==> src/rtl/fetch_predict_unit.sv <==
// Instruction-fetch front end: owns the PC, drives the I-cache request and
// predicts the next PC from a direct-mapped BTB with saturating counters.
module fetch_predict_unit #(
   parameter logic [31:0] PC_INIT     = 32'h0,
   parameter int          BTB_ENTRIES = 16,
   parameter int          CTR_BITS    = 2
) (
   input  logic        CLK,
   input  logic        nRST,
   input  logic        ihit,
   input  logic        stall,
   input  logic        halt_in,
   input  logic        rslv_valid,
   input  logic [31:0] rslv_pc,
   input  logic        rslv_taken,
   input  logic [31:0] rslv_target,
   input  logic        rslv_mispredict,
   input  logic [31:0] rslv_next,
   output logic [31:0] imemaddr,
   output logic        imemREN,
   output logic        pred_taken,
   output logic [31:0] pred_target,
   output logic        halt,
   output logic [31:0] br_count,
   output logic [31:0] mp_count
);

   localparam int IDX   = $clog2(BTB_ENTRIES);
   localparam int TAG_W = 30 - IDX;
   localparam logic [CTR_BITS-1:0] CTR_MAX    = '1;
   localparam logic [CTR_BITS-1:0] CTR_WEAK_T = CTR_BITS'(2 ** (CTR_BITS - 1));
   localparam logic [CTR_BITS-1:0] CTR_WEAK_N = CTR_BITS'(2 ** (CTR_BITS - 1) - 1);

   logic                btb_valid  [BTB_ENTRIES];
   logic [TAG_W-1:0]    btb_tag    [BTB_ENTRIES];
   logic [31:0]         btb_target [BTB_ENTRIES];
   logic [CTR_BITS-1:0] btb_ctr    [BTB_ENTRIES];

   logic [IDX-1:0]      fetch_idx;
   logic [TAG_W-1:0]    fetch_tag;
   logic [IDX-1:0]      rslv_idx;
   logic [TAG_W-1:0]    rslv_tag;
   logic                rslv_hit;
   logic                update_en;
   logic [CTR_BITS-1:0] ctr_next;
   logic                unused_bits;

   assign fetch_idx   = imemaddr[IDX+1:2];
   assign fetch_tag   = imemaddr[31:IDX+2];
   assign rslv_idx    = rslv_pc[IDX+1:2];
   assign rslv_tag    = rslv_pc[31:IDX+2];
   assign update_en   = rslv_valid & ~halt;
   assign imemREN     = ~halt;
   assign unused_bits = ^rslv_pc[1:0];

   always_comb begin
      pred_taken  = 1'b0;
      pred_target = '0;
      if (btb_valid[fetch_idx] && (btb_tag[fetch_idx] == fetch_tag)
          && btb_ctr[fetch_idx][CTR_BITS-1]) begin
         pred_taken  = 1'b1;
         pred_target = btb_target[fetch_idx];
      end
   end

   always_comb begin
      rslv_hit = btb_valid[rslv_idx] && (btb_tag[rslv_idx] == rslv_tag);
      ctr_next = btb_ctr[rslv_idx];
      if (rslv_taken) begin
         if (btb_ctr[rslv_idx] != CTR_MAX) ctr_next = btb_ctr[rslv_idx] + 1'b1;
      end else begin
         if (btb_ctr[rslv_idx] != '0) ctr_next = btb_ctr[rslv_idx] - 1'b1;
      end
   end

   // A halted front end freezes the PC; a mispredict redirect beats any fetch advance.
   always_ff @(posedge CLK or negedge nRST) begin
      if (!nRST) begin
         imemaddr <= PC_INIT;
      end else if (halt) begin
         imemaddr <= imemaddr;
      end else if (rslv_valid && rslv_mispredict) begin
         imemaddr <= rslv_next;
      end else if (ihit && !stall) begin
         imemaddr <= pred_taken ? pred_target : imemaddr + 32'd4;
      end
   end

   always_ff @(posedge CLK or negedge nRST) begin
      if (!nRST) begin
         halt <= 1'b0;
      end else if (halt_in) begin
         halt <= 1'b1;
      end
   end

   always_ff @(posedge CLK or negedge nRST) begin
      if (!nRST) begin
         br_count <= '0;
         mp_count <= '0;
      end else if (update_en) begin
         if (br_count != 32'hFFFF_FFFF) br_count <= br_count + 32'd1;
         if (rslv_mispredict && (mp_count != 32'hFFFF_FFFF)) mp_count <= mp_count + 32'd1;
      end
   end

   // Not-taken misses never allocate, so cold branches don't evict useful entries.
   always_ff @(posedge CLK or negedge nRST) begin
      if (!nRST) begin
         for (int i = 0; i < BTB_ENTRIES; i++) begin
            btb_valid[i]  <= 1'b0;
            btb_tag[i]    <= '0;
            btb_target[i] <= '0;
            btb_ctr[i]    <= CTR_WEAK_N;
         end
      end else if (update_en) begin
         if (rslv_hit) begin
            btb_ctr[rslv_idx] <= ctr_next;
            if (rslv_taken) btb_target[rslv_idx] <= rslv_target;
         end else if (rslv_taken) begin
            btb_valid[rslv_idx]  <= 1'b1;
            btb_tag[rslv_idx]    <= rslv_tag;
            btb_target[rslv_idx] <= rslv_target;
            btb_ctr[rslv_idx]    <= CTR_WEAK_T;
         end
      end
   end

endmodule

==> config.mk <==
export PLATFORM = sky130hd
export DESIGN_NAME = fetch_predict_unit
export DESIGN_NICKNAME = d
export VERILOG_FILES = /design/src/rtl/fetch_predict_unit.sv
export SDC_FILE = /design/constraint.sdc
export NUM_CORES = 2
export LEC_CHECK = 0
export BUFFER_PORTS_ARGS = -buffer_cell sky130_fd_sc_hd__buf_4
export CAP_MARGIN = 15
export CELL_PAD_IN_SITES_DETAIL_PLACEMENT = 0
export CELL_PAD_IN_SITES_GLOBAL_PLACEMENT = 2
export CORE_ASPECT_RATIO = 1.5
export CORE_MARGIN = 8
export CORE_UTILIZATION = 45
export DETAILED_ROUTE_END_ITERATION = 10
export GPL_TIMING_DRIVEN = 0
export PLACE_DENSITY = 0.8
export SYNTH_ARGS = -nofsm -noshare
export SYNTH_HDL_FRONTEND = slang
export SYNTH_SLANG_ARGS = --single-unit
==> constraint.sdc <==
create_clock -name CLK -period 6.2 [get_ports CLK]
set_input_delay 1.86 -clock CLK [delete_from_list [all_inputs] [get_ports CLK]]
set_output_delay 1.86 -clock CLK [all_outputs]
set_load 0.005 [all_outputs]
==> reports/qor.csv <==
metric,value,unit
status,finished with violations,
filler cell count,10300,
Top Family by Delay on Critical Path,simple AND/OR/NAND/NOR gates,
input/output buffers,225,
placed cell areas,58500,µm²
area occupied by multi-input gates,26200,µm²
max_slew headroom,23.4,%
Hold Buf Count CTS,0,
final setup TNS,-13.46,ns
Async SR Flop Fraction,100,%
total CTS buffers,108,
Finished Layout Cells,5908,
worst setup path startpoint,imemaddr[4],
Final setup viols,77,
r2r setup slk,1.74,ns
I/O pin count,235,
period utilization,108,%
DR iter-0 viols,3447,
clock tree buffer depth,3,
"leading cell type in the layout, fill and taps excluded",dfrtp_1,
ys flop type,dfrtp_1,
crit-path cells,clkbuf_8 -> clkbuf_8 -> buf_8 -> buf_8 -> nand2_1 -> and2_1 -> a22o_1 -> o41ai_4 -> nand3_1 -> or4_4 -> clkbuf_16 -> nor2_4 -> buf_6,
Buf/Inv on CP,6,
sequential share of the synthesized area,49.6,%
PwrDens,269,nW/µm²
Die H,441,µm
Via Count,37400,
Residual DRC,0,
final hold vios,0,
largest net degree at the start of global routing,180,
Slew Limit Fails,0,
Fin Clk Skew,0.0417,ns
H-tree levels,3,
arrival time worst endpoint,4.81,ns
Synth Net Count,3915,
total placed cells including tap cells,5647,
clock transition at the registers of the reported paths,0.06,ns
DR pass1 iterations,8,
Worst Setup End Kind,output port,
Final WS setup,-0.468,ns
maxcap violations,0,
WL final,207,mm
Crit Path Class,reg2out,
max incr delay on CP,0.71,ns
share of layout cells above drive strength 1,44.1,%
Worst EP required,4.34,ns
final instance area,64000,µm²
Root Buffer Master,clkbuf_16,
r2r endpoint,btb_tag[356],
slowest stage cell on the critical path,or4_4,
Worst Setup EP,pred_target[0],
"worst slack, placed",-2.72,ns
total global-route track usage,31.2,%
Yosys cell types,82,
initial antenna violation count,14,
synth warn,0,
initial core utilization,45.1,%
Mapped Area,54200,µm²
f_max,150,MHz
first-pass GRT wire length,294,mm
DR vias/cell,6.32,
dpl hpwl,150,mm
failing checks,setup timing,
number of synthesized flops with an enable pin,0,
total gr overflow,0,
Die ar.,132000,µm²
Routed Antenna Nets,0,
fin util,53.3,%
Post-Synthesis Cells,3808,
Period minus WS final,6.67,ns
Hold WC Path Type,reg2reg,
"commonest cells after routing, fill and taps aside","dfrtp_1 (1054), mux2_2 (781), mux4_2 (338)",
Worst VDD drop,0.245,mV
Placer Congestion,0.991,
CP max FO,10,
Final Power,17.2,mW
RSZ-0062 raised after global routing,true,
Nets,4335,
worst reg2reg path depth,12,
# rows,156,
CTS tree,yes,
WL per Instance,35.0,µm
# clock sinks,1073,
Worst Setup Start Kind,flip-flop,
"Avg Cell Area, Syn",14.2,µm²
Pleak,29.9,nW
critical path depth in cells,13,
vias in the first global route,39200,
area grow syn2layout,18.1,%
flop and latch count out of synthesis,1073,
register area,26900,µm²
Critical R2R Launch,btb_tag[224],
Hold WS,0.483,ns
core area,120000,µm²
Slew @ Worst Pin,1.15,ns
chip width,299,µm
clock latency on the worst-skew pair,0.77,ns
## synth_stat cells (42+ instances only)
cell | count | share of area (%)
mux2_1 | 187 | 3.9
mux4_2 | 338 | 14
nor2_1 | 96 | 0.66
mux2i_1 | 141 | 2.6
nand2_1 | 136 | 0.94
dfrtp_1 | 1057 | 49
buf_2 | 61 | 0.56
a22oi_1 | 47 | 0.65
nand3_1 | 55 | 0.51
clkbuf_1 | 197 | 1.4
nor2b_1 | 45 | 0.52
xor2_1 | 42 | 0.68
o22ai_1 | 45 | 0.52
xnor2_1 | 74 | 1.2
a21oi_1 | 59 | 0.54
mux2_2 | 781 | 16
## logic make-up after synthesis
| kind of cell | after synthesis | synth area share, % |
|---|---|---|
| buffers and inverters | 355 | 2.88 |
| AOI/OAI and AO/OA | 293 | 3.81 |
| and+or+nand+nor | 520 | 5.01 |
| DFF | 1073 | 49.6 |
| xor gates and xnor gates | 116 | 1.87 |
| adders and majority gates | 4 | 0.0877 |
| muxes | 1447 | 36.8 |
## metal layers
metal	track usage, %	part of all wire, %	vias to the layer above
li1	-	-	15100
met1	37.0	36	20000
met2	50.9	48	1636
met3	6.21	7.1	621
met4	22.0	8.6	8
met5	0	0.028	-
## flip-flops by register name, indices dropped and copies added (netlist names)
name	cells
btb_target	512
imemaddr	32
halt	1
btb_ctr	32
btb_tag	416
mp_count	32
br_count	32
btb_valid	16
## final cells by class
type	instances	share of cell area (%)
tap	1580	3.09
antenna	8	0.0313
timing repair buffer	313	4.41
multi-input combinational	2380	40.9
inverter	32	0.199
buffer	320	3.28
sequential	1073	42.0
clock inverter	53	1.22
clock buffer	149	4.89
## where the power goes
group | total [mW] | switching (mW) | internal, mW
Sequential | 7.28 | 0.165 | 7.11
Clock | 7.27 | 3.02 | 4.25
Combinational | 2.71 | 1.71 | 1.00
## what timing repair did
action                                 CTS  global route
cloned                                   3             1
buffers inserted                        44             9
resized for setup                      306            25
pin swaps                               23             7
setup endpoints to repair              552           373
endpoints found under the hold margin    0             0
## worst register-to-register path: stages (launching register included)
cell and delay [ns]:
dfrtp_1 0.41, mux4_2 0.47, mux4_2 0.49, xor2_1 0.67, nor3_1 0.15, o211ai_1 0.19
nor4_4 0.08, buf_4 0.17, buf_4 0.16, nor3_2 0.47, buf_6 0.26, buf_2 0.43
mux2_2 0.41
## how the worst min path moves through the flow
stage | start | end | slack, ns | cells past startpoint
after detailed placement | btb_valid[14] | btb_valid[14] | 0.47 | 1
final | btb_ctr[10] | btb_ctr[10] | 0.48 | 1
after CTS | btb_ctr[22] | btb_ctr[22] | 0.48 | 1
after global routing | btb_ctr[30] | btb_ctr[30] | 0.49 | 1
after floorplan | btb_valid[1] | btb_valid[1] | 0.45 | 1
after global placement | btb_valid[0] | btb_valid[0] | 0.46 | 1
(Power assumes the default switching activity.)
